<file path="src/rtl/video_pkg.sv">
// Shared timing constants (default 640x480@60 raster) and the sync-bundle type
// used by the optional alignment delay line.
package video_pkg;

  localparam int unsigned COORDSPC = 16;
  localparam int unsigned FCNT_W   = 16;

  localparam int unsigned H_RES  = 640;
  localparam int unsigned H_FP   = 16;
  localparam int unsigned H_SYNC = 96;
  localparam int unsigned H_BP   = 48;

  localparam int unsigned V_RES  = 480;
  localparam int unsigned V_FP   = 10;
  localparam int unsigned V_SYNC = 2;
  localparam int unsigned V_BP   = 33;

  localparam int          H_STA   = -int'(H_FP + H_SYNC + H_BP);
  localparam int          V_STA   = -int'(V_FP + V_SYNC + V_BP);
  localparam int unsigned H_TOTAL = H_RES + H_FP + H_SYNC + H_BP;
  localparam int unsigned V_TOTAL = V_RES + V_FP + V_SYNC + V_BP;

  // Sync/enable bundle carried through the colour-stage alignment line
  typedef struct packed {
    logic hsync;
    logic vsync;
    logic de;
  } sync_t;

endpackage

</file>
<file path="src/rtl/video_timing_if.sv">
// Raster timing bus: coordinates, sync/enable flags, strobes and frame counter.
interface video_timing_if #(
  parameter int unsigned COORDSPC = 16
);

  logic signed [COORDSPC-1:0] sx;
  logic signed [COORDSPC-1:0] sy;
  logic                       hsync;
  logic                       vsync;
  logic                       video_enable;
  logic                       frame_start;
  logic                       line_start;
  logic [15:0]                frame_cnt;
  logic                       hsync_dly;
  logic                       vsync_dly;
  logic                       de_dly;

  modport master (
    output sx, sy, hsync, vsync, video_enable, frame_start, line_start,
           frame_cnt, hsync_dly, vsync_dly, de_dly
  );

  modport slave (
    input sx, sy, hsync, vsync, video_enable, frame_start, line_start,
          frame_cnt, hsync_dly, vsync_dly, de_dly
  );

endinterface

</file>
<file path="src/rtl/video_sync_delay.sv">
// DEPTH-stage delay line for hsync/vsync/de, reset to inactive levels.
// Compiled in only when VIDEO_TIMING_ALIGN_EN is defined.
`ifdef VIDEO_TIMING_ALIGN_EN
module video_sync_delay
  import video_pkg::*;
#(
  parameter int unsigned DEPTH = 1,
  parameter bit          H_POL = 1'b0,
  parameter bit          V_POL = 1'b0
) (
  input  logic  clk_i,
  input  logic  rst_ni,
  input  sync_t d_i,
  output sync_t q_o
);

  localparam sync_t IDLE = '{hsync: ~H_POL, vsync: ~V_POL, de: 1'b0};

  sync_t [DEPTH-1:0] line_q;

  always_ff @(posedge clk_i or negedge rst_ni) begin
    if (!rst_ni) begin
      line_q <= {DEPTH{IDLE}};
    end else begin
      line_q[0] <= d_i;
      for (int unsigned i = 1; i < DEPTH; i++) begin
        line_q[i] <= line_q[i-1];
      end
    end
  end

  assign q_o = line_q[DEPTH-1];

endmodule
`endif

</file>
<file path="src/rtl/video_timing.sv">
// Raster timing generator: signed sx/sy counters with zero-skew registered flags.
// VIDEO_TIMING_ALIGN_EN inserts a PIPE_DLY-deep delay on the *_dly outputs.
module video_timing #(
  parameter int unsigned COORDSPC = video_pkg::COORDSPC,
  parameter int unsigned H_RES    = video_pkg::H_RES,
  parameter int unsigned H_FP     = video_pkg::H_FP,
  parameter int unsigned H_SYNC   = video_pkg::H_SYNC,
  parameter int unsigned H_BP     = video_pkg::H_BP,
  parameter int unsigned V_RES    = video_pkg::V_RES,
  parameter int unsigned V_FP     = video_pkg::V_FP,
  parameter int unsigned V_SYNC   = video_pkg::V_SYNC,
  parameter int unsigned V_BP     = video_pkg::V_BP,
  parameter bit          H_POL    = 1'b0,
  parameter bit          V_POL    = 1'b0,
  parameter int unsigned PIPE_DLY = 1
) (
  input  logic           video_clk_pix,
  input  logic           video_rst_n,
  video_timing_if.master timing_o
);

  localparam int unsigned CW     = COORDSPC;
  localparam int unsigned FCNT_W = video_pkg::FCNT_W;

  localparam int H_STA_I = -int'(H_FP + H_SYNC + H_BP);
  localparam int V_STA_I = -int'(V_FP + V_SYNC + V_BP);

  localparam logic signed [CW-1:0] H_STA  = CW'(H_STA_I);
  localparam logic signed [CW-1:0] H_END  = CW'(int'(H_RES) - 1);
  localparam logic signed [CW-1:0] HS_BEG = CW'(H_STA_I + int'(H_FP));
  localparam logic signed [CW-1:0] HS_END = CW'(H_STA_I + int'(H_FP + H_SYNC) - 1);
  localparam logic signed [CW-1:0] V_STA  = CW'(V_STA_I);
  localparam logic signed [CW-1:0] V_END  = CW'(int'(V_RES) - 1);
  localparam logic signed [CW-1:0] VS_BEG = CW'(V_STA_I + int'(V_FP));
  localparam logic signed [CW-1:0] VS_END = CW'(V_STA_I + int'(V_FP + V_SYNC) - 1);

  localparam longint C_MIN = -(longint'(1) <<< (CW - 1));
  localparam longint C_MAX = (longint'(1) <<< (CW - 1)) - 1;

  // Refuse to build a raster whose signed extremes overflow the coordinate width
  if (longint'(H_STA_I) < C_MIN || longint'(V_STA_I) < C_MIN ||
      longint'(H_RES) - 1 > C_MAX || longint'(V_RES) - 1 > C_MAX) begin : g_bad_coordspc
    $error("video_timing: timing extremes do not fit in COORDSPC bits");
  end

  if (PIPE_DLY < 1 || PIPE_DLY > 8) begin : g_bad_pipe_dly
    $error("video_timing: PIPE_DLY must be in 1..8");
  end

  logic signed [CW-1:0] sx_q, sx_d;
  logic signed [CW-1:0] sy_q, sy_d;
  logic                 hsync_q, hsync_d;
  logic                 vsync_q, vsync_d;
  logic                 video_enable_q, video_enable_d;
  logic                 line_start_q, line_start_d;
  logic                 frame_start_q, frame_start_d;
  logic [FCNT_W-1:0]    frame_cnt_q, frame_cnt_d;

  // Flags decode the next-state counters so they land with the coordinates they describe
  always_comb begin
    sx_d = sx_q + CW'(1);
    sy_d = sy_q;
    if (sx_q == H_END) begin
      sx_d = H_STA;
      sy_d = (sy_q == V_END) ? V_STA : sy_q + CW'(1);
    end

    hsync_d        = (sx_d >= HS_BEG && sx_d <= HS_END) ? H_POL : ~H_POL;
    vsync_d        = (sy_d >= VS_BEG && sy_d <= VS_END) ? V_POL : ~V_POL;
    video_enable_d = !sx_d[CW-1] && !sy_d[CW-1];
    line_start_d   = (sx_d == H_STA);
    frame_start_d  = line_start_d && (sy_d == V_STA);
    frame_cnt_d    = frame_cnt_q + {{(FCNT_W-1){1'b0}}, frame_start_d};
  end

  // Reset parks the counters on the last pixel so the first edge opens a frame
  always_ff @(posedge video_clk_pix or negedge video_rst_n) begin
    if (!video_rst_n) begin
      sx_q           <= H_END;
      sy_q           <= V_END;
      hsync_q        <= ~H_POL;
      vsync_q        <= ~V_POL;
      video_enable_q <= 1'b0;
      line_start_q   <= 1'b0;
      frame_start_q  <= 1'b0;
      frame_cnt_q    <= '0;
    end else begin
      sx_q           <= sx_d;
      sy_q           <= sy_d;
      hsync_q        <= hsync_d;
      vsync_q        <= vsync_d;
      video_enable_q <= video_enable_d;
      line_start_q   <= line_start_d;
      frame_start_q  <= frame_start_d;
      frame_cnt_q    <= frame_cnt_d;
    end
  end

  assign timing_o.sx           = sx_q;
  assign timing_o.sy           = sy_q;
  assign timing_o.hsync        = hsync_q;
  assign timing_o.vsync        = vsync_q;
  assign timing_o.video_enable = video_enable_q;
  assign timing_o.line_start   = line_start_q;
  assign timing_o.frame_start  = frame_start_q;
  assign timing_o.frame_cnt    = frame_cnt_q;

`ifdef VIDEO_TIMING_ALIGN_EN
  video_pkg::sync_t dly_in, dly_out;

  assign dly_in = '{hsync: hsync_q, vsync: vsync_q, de: video_enable_q};

  video_sync_delay #(
    .DEPTH (PIPE_DLY),
    .H_POL (H_POL),
    .V_POL (V_POL)
  ) u_sync_delay (
    .clk_i  (video_clk_pix),
    .rst_ni (video_rst_n),
    .d_i    (dly_in),
    .q_o    (dly_out)
  );

  assign timing_o.hsync_dly = dly_out.hsync;
  assign timing_o.vsync_dly = dly_out.vsync;
  assign timing_o.de_dly    = dly_out.de;
`else
  assign timing_o.hsync_dly = hsync_q;
  assign timing_o.vsync_dly = vsync_q;
  assign timing_o.de_dly    = video_enable_q;
`endif

endmodule

</file>
<file path="src/flat_wrapper.sv">
// flat-port wrapper written by rule: the top's interface ports become plain ports
module video_timing_flat 
#(
  parameter int unsigned COORDSPC = video_pkg::COORDSPC,
  parameter int unsigned H_RES    = video_pkg::H_RES,
  parameter int unsigned H_FP     = video_pkg::H_FP,
  parameter int unsigned H_SYNC   = video_pkg::H_SYNC,
  parameter int unsigned H_BP     = video_pkg::H_BP,
  parameter int unsigned V_RES    = video_pkg::V_RES,
  parameter int unsigned V_FP     = video_pkg::V_FP,
  parameter int unsigned V_SYNC   = video_pkg::V_SYNC,
  parameter int unsigned V_BP     = video_pkg::V_BP,
  parameter bit          H_POL    = 1'b0,
  parameter bit          V_POL    = 1'b0,
  parameter int unsigned PIPE_DLY = 1
)
  (video_clk_pix, video_rst_n, timing_o_sx, timing_o_sy, timing_o_hsync, timing_o_vsync, timing_o_video_enable, timing_o_frame_start, timing_o_line_start, timing_o_frame_cnt, timing_o_hsync_dly, timing_o_vsync_dly, timing_o_de_dly);
  video_timing_if #(.COORDSPC(COORDSPC)) timing_o_i ();
  input  logic video_clk_pix;
  input  logic video_rst_n;
  output wire logic [$bits(timing_o_i.sx)-1:0] timing_o_sx;
  output wire logic [$bits(timing_o_i.sy)-1:0] timing_o_sy;
  output wire logic [$bits(timing_o_i.hsync)-1:0] timing_o_hsync;
  output wire logic [$bits(timing_o_i.vsync)-1:0] timing_o_vsync;
  output wire logic [$bits(timing_o_i.video_enable)-1:0] timing_o_video_enable;
  output wire logic [$bits(timing_o_i.frame_start)-1:0] timing_o_frame_start;
  output wire logic [$bits(timing_o_i.line_start)-1:0] timing_o_line_start;
  output wire logic [$bits(timing_o_i.frame_cnt)-1:0] timing_o_frame_cnt;
  output wire logic [$bits(timing_o_i.hsync_dly)-1:0] timing_o_hsync_dly;
  output wire logic [$bits(timing_o_i.vsync_dly)-1:0] timing_o_vsync_dly;
  output wire logic [$bits(timing_o_i.de_dly)-1:0] timing_o_de_dly;
  assign timing_o_sx = timing_o_i.sx;
  assign timing_o_sy = timing_o_i.sy;
  assign timing_o_hsync = timing_o_i.hsync;
  assign timing_o_vsync = timing_o_i.vsync;
  assign timing_o_video_enable = timing_o_i.video_enable;
  assign timing_o_frame_start = timing_o_i.frame_start;
  assign timing_o_line_start = timing_o_i.line_start;
  assign timing_o_frame_cnt = timing_o_i.frame_cnt;
  assign timing_o_hsync_dly = timing_o_i.hsync_dly;
  assign timing_o_vsync_dly = timing_o_i.vsync_dly;
  assign timing_o_de_dly = timing_o_i.de_dly;
  video_timing #(.COORDSPC(COORDSPC), .H_RES(H_RES), .H_FP(H_FP), .H_SYNC(H_SYNC), .H_BP(H_BP), .V_RES(V_RES), .V_FP(V_FP), .V_SYNC(V_SYNC), .V_BP(V_BP), .H_POL(H_POL), .V_POL(V_POL), .PIPE_DLY(PIPE_DLY)) u_core (.video_clk_pix(video_clk_pix), .video_rst_n(video_rst_n), .timing_o(timing_o_i));
endmodule
</file>
<file path="config.mk">
export PLATFORM = sky130hd
export DESIGN_NAME = video_timing_flat
export DESIGN_NICKNAME = d
export VERILOG_FILES = /design/src/rtl/video_pkg.sv /design/src/rtl/video_timing_if.sv /design/src/rtl/video_sync_delay.sv /design/src/rtl/video_timing.sv /design/src/flat_wrapper.sv
export SDC_FILE = /design/constraint.sdc
export NUM_CORES = 1
export LEC_CHECK = 0
export ABC_AREA = 1
export CAP_MARGIN = 20
export CORE_MARGIN = 8
export CORE_UTILIZATION = 57
export DETAILED_ROUTE_END_ITERATION = 10
export PLACE_DENSITY = 0.95
export SYNTH_ARGS = -nofsm -noshare
export SYNTH_HDL_FRONTEND = slang
export SYNTH_HIERARCHICAL = 1
export SYNTH_SLANG_ARGS = --single-unit
</file>
<file path="constraint.sdc">
create_clock -name video_clk_pix -period 7.4 [get_ports video_clk_pix]
set_clock_uncertainty 0.1 [all_clocks]
set_input_delay 1.48 -clock video_clk_pix [delete_from_list [all_inputs] [get_ports video_clk_pix]]
set_output_delay 1.48 -clock video_clk_pix [all_outputs]
set_load 0.02 [all_outputs]
</file>
======== Yosys cells after proc, flatten, opt, wreduce, memory -nomap -nowiden ========
Index checks and enable logic that the tools add are counted.
word-level totals
  bits in registers ....................... 53
  input bits .............................. 2
  output and inout port bits .............. 56
  word-level logic and storage cells ...... 30
cells by class
  add/subtract/negate cells ............... 3
  magnitude comparators ................... 4
  equal/unequal tests ..................... 4
  muxes and demuxes ....................... 5
  reductions and logical operators ........ 6
operators with widths
  cell                     count
  $mux W16                 3
  $add A16 B2 Y16 const B  2
  $le A16 B7 Y1 const B    2
  $add A16 B1 Y16          1
  $eq A16 B10 Y1 const B   1
  $eq A16 B11 Y1 const B   1
  $eq A16 B7 Y1 const B    1
  $eq A16 B9 Y1 const B    1
  $ge A16 B7 Y1 const B    1
  $ge A16 B9 Y1 const B    1
  $logic_and A1 B1 Y1      4
  $logic_not A1 Y1         2
  $mux W1                  2

======== Logic depth before layout (Yosys ltp) ========
Gate-level depths: netlist of run 1.
  word-level depth ........................ 6
  mapped depth ............................ 23
  mapped depth without buffers ............ 22

======== Worst setup path after synthesis of run 1 ========
OpenSTA, ideal clock, no wires.
  path type ............................... flip-flop to flip-flop
  start ................................... register u_core.sx_q[0], in the netlist u_core/timing_o.sx[0]
  end ..................................... register u_core.frame_cnt_q[14], in the netlist u_core/timing_o.frame_cnt[14]
  setup time .............................. 0.129 ns
  data arrival time ....................... 3.300 ns
  data required time ...................... 7.171 ns
  path slack .............................. 3.871 ns
  stages on the path, launching flop included .. 24
  path buffers ............................ 1
  clock period less this slack ............ 3.529 ns
  cell sequence ........................... dfstp_2 ha_1 nand2_2 inv_2 nand2_1 nor2_2 nand2_1 buf_6 nand2_1 nand2_1 nor2_1 nand3_1 nor2_1 nand2_1 nor2_1 ha_1 ha_1 nand3_1 nand3b_1 nor2_1 nand3_1 nor2_1 nand3_1 xnor2_1
on the way
  word-level cells in the longest chain between the ends .. 5
  elaborated cells on any way between the ends .. 8
  classes of those cells .................. add/sub (2); eq/ne (3); mux (2); reduce/logical (1)
RTL lines
  element                                            RTL line                                text
  start: declaration                                 video_timing.sv:50                      logic signed [CW-1:0] sx_q, sx_d;
  start signal: assignment                           video_timing.sv:79                      sx_q <= H_END;
  start signal: assignment                           video_timing.sv:88                      sx_q <= sx_d;
  $add A16 B2 Y16 or $eq A16 B11 Y1 (tied branches)  video_timing.sv:61, video_timing.sv:63
  $mux W16                                           video_timing.sv:63                      if (sx_q == H_END) begin
  $eq A16 B9 Y1 or $eq A16 B7 Y1 (tied branches)     video_timing.sv:71, video_timing.sv:72
  $logic_and A1 B1 Y1 (*)                            video_timing.sv:72                      frame_start_d = line_start_d && (sy_d == V_STA);
  via u_core.frame_start_d                           video_timing.sv:56                      logic frame_start_q, frame_start_d;
  $add A16 B1 Y16 (*)                                video_timing.sv:73                      frame_cnt_d = frame_cnt_q + {{(FCNT_W-1){1'b0}}, frame_start_d};
  via u_core.frame_cnt_d[14]                         video_timing.sv:57                      logic [FCNT_W-1:0] frame_cnt_q, frame_cnt_d;
  end signal: assignment                             video_timing.sv:95                      frame_cnt_q <= frame_cnt_d;
  end: declaration                                   video_timing.sv:57
The timed path passes the listed nets; every way through them passes the cells marked *.

======== Worst setup path in the final report of run 1 ========
  start ................................... register u_core.sx_q[0], in the netlist u_core/timing_o.sx[0]
  end ..................................... register u_core.frame_cnt_q[14], in the netlist u_core/timing_o.frame_cnt[14]
on the way
  word-level cells in the longest chain between the ends .. 5
  elaborated cells on any way between the ends .. 8
  classes of those cells .................. add/sub (2); eq/ne (3); mux (2); reduce/logical (1)
RTL lines
  element                                            RTL line                                text
  $add A16 B2 Y16 or $eq A16 B11 Y1 (tied branches)  video_timing.sv:61, video_timing.sv:63
  $mux W16 (*)                                       video_timing.sv:63
  via u_core.sx_d[7]                                 video_timing.sv:50
  $eq A16 B9 Y1 (*)                                  video_timing.sv:71                      line_start_d = (sx_d == H_STA);
  via u_core.line_start_d                            video_timing.sv:55                      logic line_start_q, line_start_d;
  $logic_and A1 B1 Y1 (*)                            video_timing.sv:72
  via u_core.frame_start_d                           video_timing.sv:56
  $add A16 B1 Y16 (*)                                video_timing.sv:73
  via u_core.frame_cnt_d[14]                         video_timing.sv:57
Marks and branches as above.

==> results of run 1 <==
-- per-layer routing --
metal  up-vias  share of wire (%)
met5         -                  0
met4         0                2.9
met3        32                8.4
met2       182                 48
met1      1500                 41
li1       1502                  -
-- registers in the layout (all words and copies together) (netlist names) --
signal and count:
u_core/timing_o.hsync 1, u_core/timing_o.de_dly 1, u_core/timing_o.vsync 1, u_core/timing_o.frame_start 1
u_core/timing_o.sx 16, u_core/timing_o.sy 16, u_core/timing_o.line_start 1, u_core/timing_o.frame_cnt 16
-- cell families (layout without fill, tap and decap cells) --
logic type / after synthesis / in the layout / share of synthesized area [%]
and+or+nand+nor: 281 / 281 / 39.4
buffers and inverters: 69 / 128 / 8.88
DFF: 53 / 53 / 41.6
xor gates and xnor gates: 19 / 19 / 5.13
AOI/OAI and AO/OA: 14 / 14 / 2.66
adders and majority gates: 6 / 6 / 2.32
-- worst max-delay path: stages (launching register included) --
cell	delay, ns
dfstp_2	0.58
ha_1	0.19
nand2_2	0.13
inv_2	0.10
nand2_1	0.08
nor2_2	0.12
nand2_1	0.46
nand3_1	0.34
inv_1	0.08
nor2_1	0.13
nand3_1	0.12
nor2_2	0.14
nand2_1	0.07
nor2_1	0.16
ha_1	0.21
ha_1	0.19
nand3_1	0.11
nand3b_1	0.22
nor2_1	0.20
nand3_1	0.14
nor2_1	0.18
nand3_1	0.12
xnor2_1	0.14
-- path summary, 6_finish.rpt --
kind,cells past startpoint,endpoint,slack [ns]
max,22,u_core/timing_o.frame_cnt[14]$_DFF_PN0_,2.94
min,1,u_core/timing_o.frame_cnt[15]$_DFF_PN0_,0.40
max reg2reg,22,u_core/timing_o.frame_cnt[14]$_DFF_PN0_,2.94
min reg2reg,1,u_core/timing_o.frame_cnt[15]$_DFF_PN0_,0.40
max in group asynchronous,2,u_core/timing_o.frame_cnt[2]$_DFF_PN0_,5.59
min in group asynchronous,2,u_core/timing_o.sx[14]$_DFF_PN0_,1.18
-- stage by stage --
stage               cell area [um^2]  util [%]
floorplan                       3240         -
global placement                3850      69.9
detailed placement              3850      69.9
CTS                             3950      71.8
global route                    3950      71.8
finish                          3950      71.8
-- power breakdown --
group | total, mW | internal [mW] | switching, mW
logic | 0.00584 | 0.000528 | 0.00531
clock network | 0.176 | 0.0847 | 0.0912
registers | 0.290 | 0.290 | 0
total | 0.472 | 0.375 | 0.0965
-- synth_stat cells, types with 2 or more instances --
| library cell | instances |
|---|---|
| xnor2_1 | 10 |
| nor2_4 | 4 |
| nand3_1 | 50 |
| o21ai_0 | 8 |
| inv_1 | 52 |
| nand2_1 | 116 |
| inv_2 | 7 |
| dfstp_2 | 18 |
| nand4_1 | 14 |
| o21ai_2 | 3 |
| buf_4 | 3 |
| nor2_1 | 73 |
| buf_2 | 2 |
| xor2_1 | 9 |
| dfrtp_1 | 35 |
| nand3_2 | 4 |
| buf_6 | 2 |
| nand2_2 | 5 |
| ha_1 | 6 |
| nand3b_1 | 2 |
| nor2_2 | 7 |
| clkinv_1 | 3 |
-- layout make-up --
cell class	count	area [um^2]	share of cell area (%)
multi-input cells	320	1610	40.6
well taps	72	90.1	2.28
clock inverters	1	5.00	0.127
clock buffers	7	96.3	2.44
flip-flops and latches	53	1350	34.1
inverters	62	233	5.89
repair buffers	58	573	14.5
==> key figures, run 1 <==
Cells and area
  • Layout overhead on the synthesized area: 21.9%
  • Share of cells above drive strength 1: 12.4%
  • Commonest cells after routing, fill and taps aside: nand2_1, nor2_1, clkdlybuf4s50_1, inv_1, nand3_1
  • Most common cell after layout, fill and taps aside: nand2_1
  • Final Instance Count excl. Fillers: 573
  • Fillers: 397
  • N_diodes: 0
  • Nets: 508

Clock tree
  • CTS Buf Count: 5
  • CTS tree: yes
  • Hold-fix buffers at CTS: 0
  • Clock slew at reported path FFs: 0.09 ns
  • Post-CTS Setup Repair Bufs: 0
  • Clk Latency, worst-skew pair: 0.30 ns
  • # resized after CTS: 0
  • H-tree depth: 2
  • CTS root buf: clkbuf_8
  • Sink Count: 53
  • CTS Buffer Depth: 2

Worst hold path
  • Tightest Hold Check Type: reg2reg
  • Hold Crit Start: u_core/timing_o.frame_cnt[15]$_DFF_PN0_

Global routing
  • Initial antenna violation count: 0
  • M3 GR Usage: 4.12%
  • Gr usage total: 20.3%
  • Grt peak-use layer: met2
  • Met2 usage: 33.9%
  • Largest net degree at the start of global routing: 54
  • GRT met1 Usage: 24.5%
  • Vias in the first global route: 3083
  • Total gr overflow: 0
  • Global-route wire length before repair: 14100 um

Routing
  • Pre-antenna DRT Iters: 6
  • Vias per cell: 5.61
  • DRT antenna net count: 0
  • Vias after detailed routing: 3216
  • WL/cell: 15.0 um
  • Routed WL: 8570 um
  • Initial drt markers: 357
  • DRC: 0

Timing
  • Rel. slew slack: 47.8%
  • Final min period: 4.46 ns
  • Crit share post-route: 60.2%
  • Final worst slack: 2.94 ns
  • Final slew viol count: 0
  • Fin Hold WS: 0.400 ns
  • Final setup viols: 0
  • Worst Tran Pin Value: 0.781 ns
  • RSZ-0062 raised after global routing: false
  • Setup TNS: 0 ns
  • Hold Fails Final Rpt: 0
  • Fmax achieved: 0.224 GHz

Flow run
  • Max_cap viols: 0

Floorplan
  • DIE HEIGHT: 91.4 um
  • Row Count: 27
  • IO Pins: 58
  • Floorplan core area: 5510 um^2
  • Die width: 91.4 um
  • Die Area: 8360 um^2
  • Initial Util: 58.9%

Synth
  • Syn avg cell area: 7.33 um^2
  • FF+latch count, synth: 53
  • Post-Syn Nets: 450
  • Syn Inst Count: 442
  • Sequential area share after synthesis: 41.6%
  • Top cell type by total area after synthesis: dfrtp_1
  • Yosys cell types: 31
  • Share of the synthesized area in the top cell type: 27.0%
  • Post-synth top flop: dfrtp_1
  • Synth warnings: 6
  • Synth area leaders: dfrtp_1, dfstp_2, nand2_1, nor2_1, nand3_1
  • Post-synthesis async set-or-reset flop share: 100%
  • Number of synthesized flops with an enable pin: 0
  • Synthesized area: 3240 um^2

Setup path
  • Worst path required time: 7.49 ns
  • WP data arrival: 4.55 ns
  • CP Class: reg2reg
  • Launch point of the worst reg-to-reg path: u_core/timing_o.sx[0]$_DFF_PN1_
  • Setup crit start: u_core/timing_o.sx[0]$_DFF_PN1_
  • Worst Setup End Kind: flip-flop
  • Critical path peak fanout: 21
  • CP Launch Type: flip-flop

Power
  • Leak pwr: 1.74 nW
  • Maximum vdd ir drop: 0.145 mV
  • Pwr/cell area: 119 nW/um^2
  • Pwr Total: 0.472 mW

Placed design
  • Pre-CTS WS: 3.13 ns
  • Placed cells: 565
  • HPWL Detailed: 6180 um
  • GP Congestion: 0.923
  • Input/output buffers: 57

Outcome
  • Status: completed
Note: power is estimated with default switching activity, not from simulation.
==> run 2: changes to the inputs <==
- CORE_UTILIZATION: 57 -> 53
- PLACE_DENSITY: 0.95 -> 0.9
- clock period: 7.4 -> 4.55 ns (I/O delays scaled with it)
==> run 2 against run 1 <==
Net effect: worst setup slack got worse by 2.4 ns; non-clock buffer count is 1 higher; sequential power is 63% higher; final area up 0.60%; register-to-register slack worse by 2.4 ns; sequential share of layout area down 0.20 points; critical path depth decreased by 2; maximum frequency rose by 11%; die area up 6.2%; combinational power rose by 63%; hold slack got worse by 0.025 ns; largest power group unchanged.
==> key figures, run 2 (synthesized netlist as in run 1, its figures left out) <==
Outcome
  • Status: completed

Placed design
  • Placed cells: 569 (+0.71%)
  • Input/output buffers: 57 (unchanged)
  • Pre-CTS WS: 0.350 ns (-2.78 ns)
  • GP Congestion: 0.908 (-1.7%)
  • HPWL Detailed: 6340 um (+2.5%)

Cells and area
  • N_diodes: 0 (unchanged)
  • Most common cell after layout, fill and taps aside: nand2_1
  • Commonest cells after routing, fill and taps aside: nand2_1, nor2_1, clkdlybuf4s50_1, inv_1, nand3_1
  • Layout overhead on the synthesized area: 22.6%
  • Nets: 509 (+0.20%)
  • Share of cells above drive strength 1: 12.5% (+0.17 points)
  • Final Instance Count excl. Fillers: 577 (+0.70%)
  • Core Util, Final: 67.1% (-4.6 points)

Clock tree
  • H-tree depth: 2 (unchanged)
  • CTS Buf Count: 5 (unchanged)
  • CTS root buf: clkbuf_8
  • Clk Latency, worst-skew pair: 0.31 ns (about the same)
  • Clock slew at reported path FFs: 0.10 ns (about the same)
  • Hold-fix buffers at CTS: 0 (unchanged)
  • CTS Buffer Depth: 2 (unchanged)
  • CTS tree: yes
  • Sink Count: 53 (unchanged)

Setup path
  • R2R setup slack: 0.52 ns (-2.42 ns)
  • CP Launch Type: flip-flop
  • End of the critical path: u_core/timing_o.frame_cnt[14]$_DFF_PN0_
  • Setup crit start: u_core/timing_o.sy[0]$_DFF_PN1_
  • Max stage delay on crit path: 0.63 ns (+0.05 ns)
  • Reg2Reg Capture Point: u_core/timing_o.frame_cnt[14]$_DFF_PN0_
  • Slowest-stage cell, CP: dfstp_2
  • CP Class: reg2reg
  • Launch point of the worst reg-to-reg path: u_core/timing_o.sy[0]$_DFF_PN1_
  • WP data arrival: 4.14 ns (-0.41 ns)
  • Reg2Reg Depth: 20 (-9.1%)
  • Critical path peak fanout: 10 (-52%)
  • Worst Setup End Kind: flip-flop
  • Worst path required time: 4.66 ns (-2.83 ns)
  • Crit path cell chain: ha_1 -> nand3_1 -> nor2_1 -> nand2_1 -> nand3_1 -> nand2_1 -> nor2_1 -> nand3_1 -> nor2_1 -> nand2_1 -> nor2_1 -> ha_1 -> ha_1 -> nand3_1 -> nand3b_1 -> nor2_1 -> nand3_1 -> nor2_1 -> nand3_1 -> xnor2_1

Routing
  • DRC: 0 (unchanged)
  • Routed WL: 8440 um (-1.5%)
  • Vias per cell: 5.44 (-3.1%)
  • WL/cell: 14.6 um (-2.2%)
  • DRT antenna net count: 0 (unchanged)
  • Initial drt markers: 360 (+0.84%)
  • Pre-antenna DRT Iters: 5 (-1)
  • Vias after detailed routing: 3139 (-2.4%)

Power
  • Leak pwr: 1.75 nW (+0.39%)
  • Maximum vdd ir drop: 0.177 mV (+22%)
  • Pwr/cell area: 204 nW/um^2 (+71%)
  • Pwr Total: 0.811 mW (+72%)

Floorplan
  • Row Count: 28 (+3.7%)
  • Die width: 94.2 um (+3.1%)
  • IO Pins: 58 (unchanged)
  • Floorplan core area: 5920 um^2 (+7.5%)
  • Die Area: 8880 um^2 (+6.2%)
  • Initial Util: 54.8% (-4.1 points)
  • DIE HEIGHT: 94.2 um (+3.1%)

Global routing
  • Global-route wire length before repair: 14200 um (+1.3%)
  • Vias in the first global route: 3077 (-0.19%)
  • Largest net degree at the start of global routing: 38 (-30%)
  • Initial antenna violation count: 0 (unchanged)
  • Total gr overflow: 0 (unchanged)
  • Gr usage total: 19.6% (-0.63 points)

Timing
  • Final setup viols: 0 (unchanged)
  • Setup TNS: 0 ns (unchanged)
  • Hold Fails Final Rpt: 0 (unchanged)
  • Final slew viol count: 0 (unchanged)
  • Worst Tran Pin Value: 0.797 ns (+0.0153 ns)
  • Final min period: 4.03 ns (-0.429 ns)
  • Fmax achieved: 0.248 GHz (+11%)
  • Rel. slew slack: 46.9% (-0.90 points)
  • Final worst slack: 0.522 ns (-2.42 ns)
  • RSZ-0062 raised after global routing: false
  • Crit share post-route: 88.5% (+28 points)

Flow run
  • Max_cap viols: 0 (unchanged)

Worst hold path
  • Worst hold stages: 1 (unchanged)
  • Tightest Hold Check Type: reg2reg
-- run 2: cell count changes in the layout (fill, tap and decap cells not counted), sizes merged --
cell / delta
bufinv: +1
inv: +1
buf: +1
clkbuf: -1
clkinv: -1
-- run 2: per-stage QoR --
stage | hold WS (ns) | instance area [um^2]
after floorplan | 0.445 | 3240
after global placement | 0.360 | 3860
after detailed placement | 0.364 | 3860
after CTS | 0.380 | 3970
after global routing | 0.391 | 3980
final | 0.375 | 3980
-- run 2: power by group --
part / switching, mW / internal [mW]
clock: 0.163 / 0.167
sequential: 0 / 0.472
combinational: 0.00867 / 0.000869
-- run 2: worst min-delay path by stage --
stage                                            startpoint                                 endpoint  slack [ns]
floorplan                   u_core/timing_o.sy[4]$_DFF_PN1_          u_core/timing_o.sy[4]$_DFF_PN1_        0.45
global placement    u_core/timing_o.frame_cnt[15]$_DFF_PN0_  u_core/timing_o.frame_cnt[15]$_DFF_PN0_        0.36
detailed placement  u_core/timing_o.frame_cnt[15]$_DFF_PN0_  u_core/timing_o.frame_cnt[15]$_DFF_PN0_        0.36
CTS                 u_core/timing_o.frame_cnt[15]$_DFF_PN0_  u_core/timing_o.frame_cnt[15]$_DFF_PN0_        0.38
global route        u_core/timing_o.frame_cnt[15]$_DFF_PN0_  u_core/timing_o.frame_cnt[15]$_DFF_PN0_        0.39
finish              u_core/timing_o.frame_cnt[15]$_DFF_PN0_  u_core/timing_o.frame_cnt[15]$_DFF_PN0_        0.37
-- run 2: timing repair --
item | CTS | global route
gates resized for setup | 0 | 1
setup endpoints to repair | 0 | 3
setup buffers | 0 | 0
-- run 2: layout make-up --
class                           count  area [um^2]
Fill cell                         491         1950
Multi-Input combinational cell    320         1610
Clock inverter                      2         38.8
Timing Repair Buffer               59          581
Sequential cell                    53         1350
Clock buffer                        6         72.6
Inverter                           62          233
Tap cell                           75         93.8
-- run 2: worst max-delay path: cells and delay by family (launching register included) --
kind	cells	cell delay, ns
adders and majority gates	3	0.71
xor gates and xnor gates	1	0.13
and+or+nand+nor	16	2.34
DFF	1	0.63
-- run 2: routing by layer --
metal  part of all wire, %  up-vias  GRT usage, %  wire length, um
li1                      -     1494             -                -
met1                    41     1449          25.2             3490
met2                    47      179          31.7             3960
met4                   1.9        0          6.74              160
met3                   9.8       17          4.32              831
met5                     0        -             0                0
==> run 3: changes to the inputs <==
- clock period: 4.55 -> 4.6 ns (I/O delays scaled with it)
==> results of run 3 <==
The final DEF is identical to that of run 2. Status: completed.
Among the figures that moved: setup slack after placement 0.350 ns -> 0.400 ns; setup slack after layout 0.522 ns -> 0.572 ns; register-to-register setup slack 0.52 ns -> 0.57 ns; total power 0.811 mW -> 0.802 mW; worst IR drop on VDD 0.177 mV -> 0.175 mV
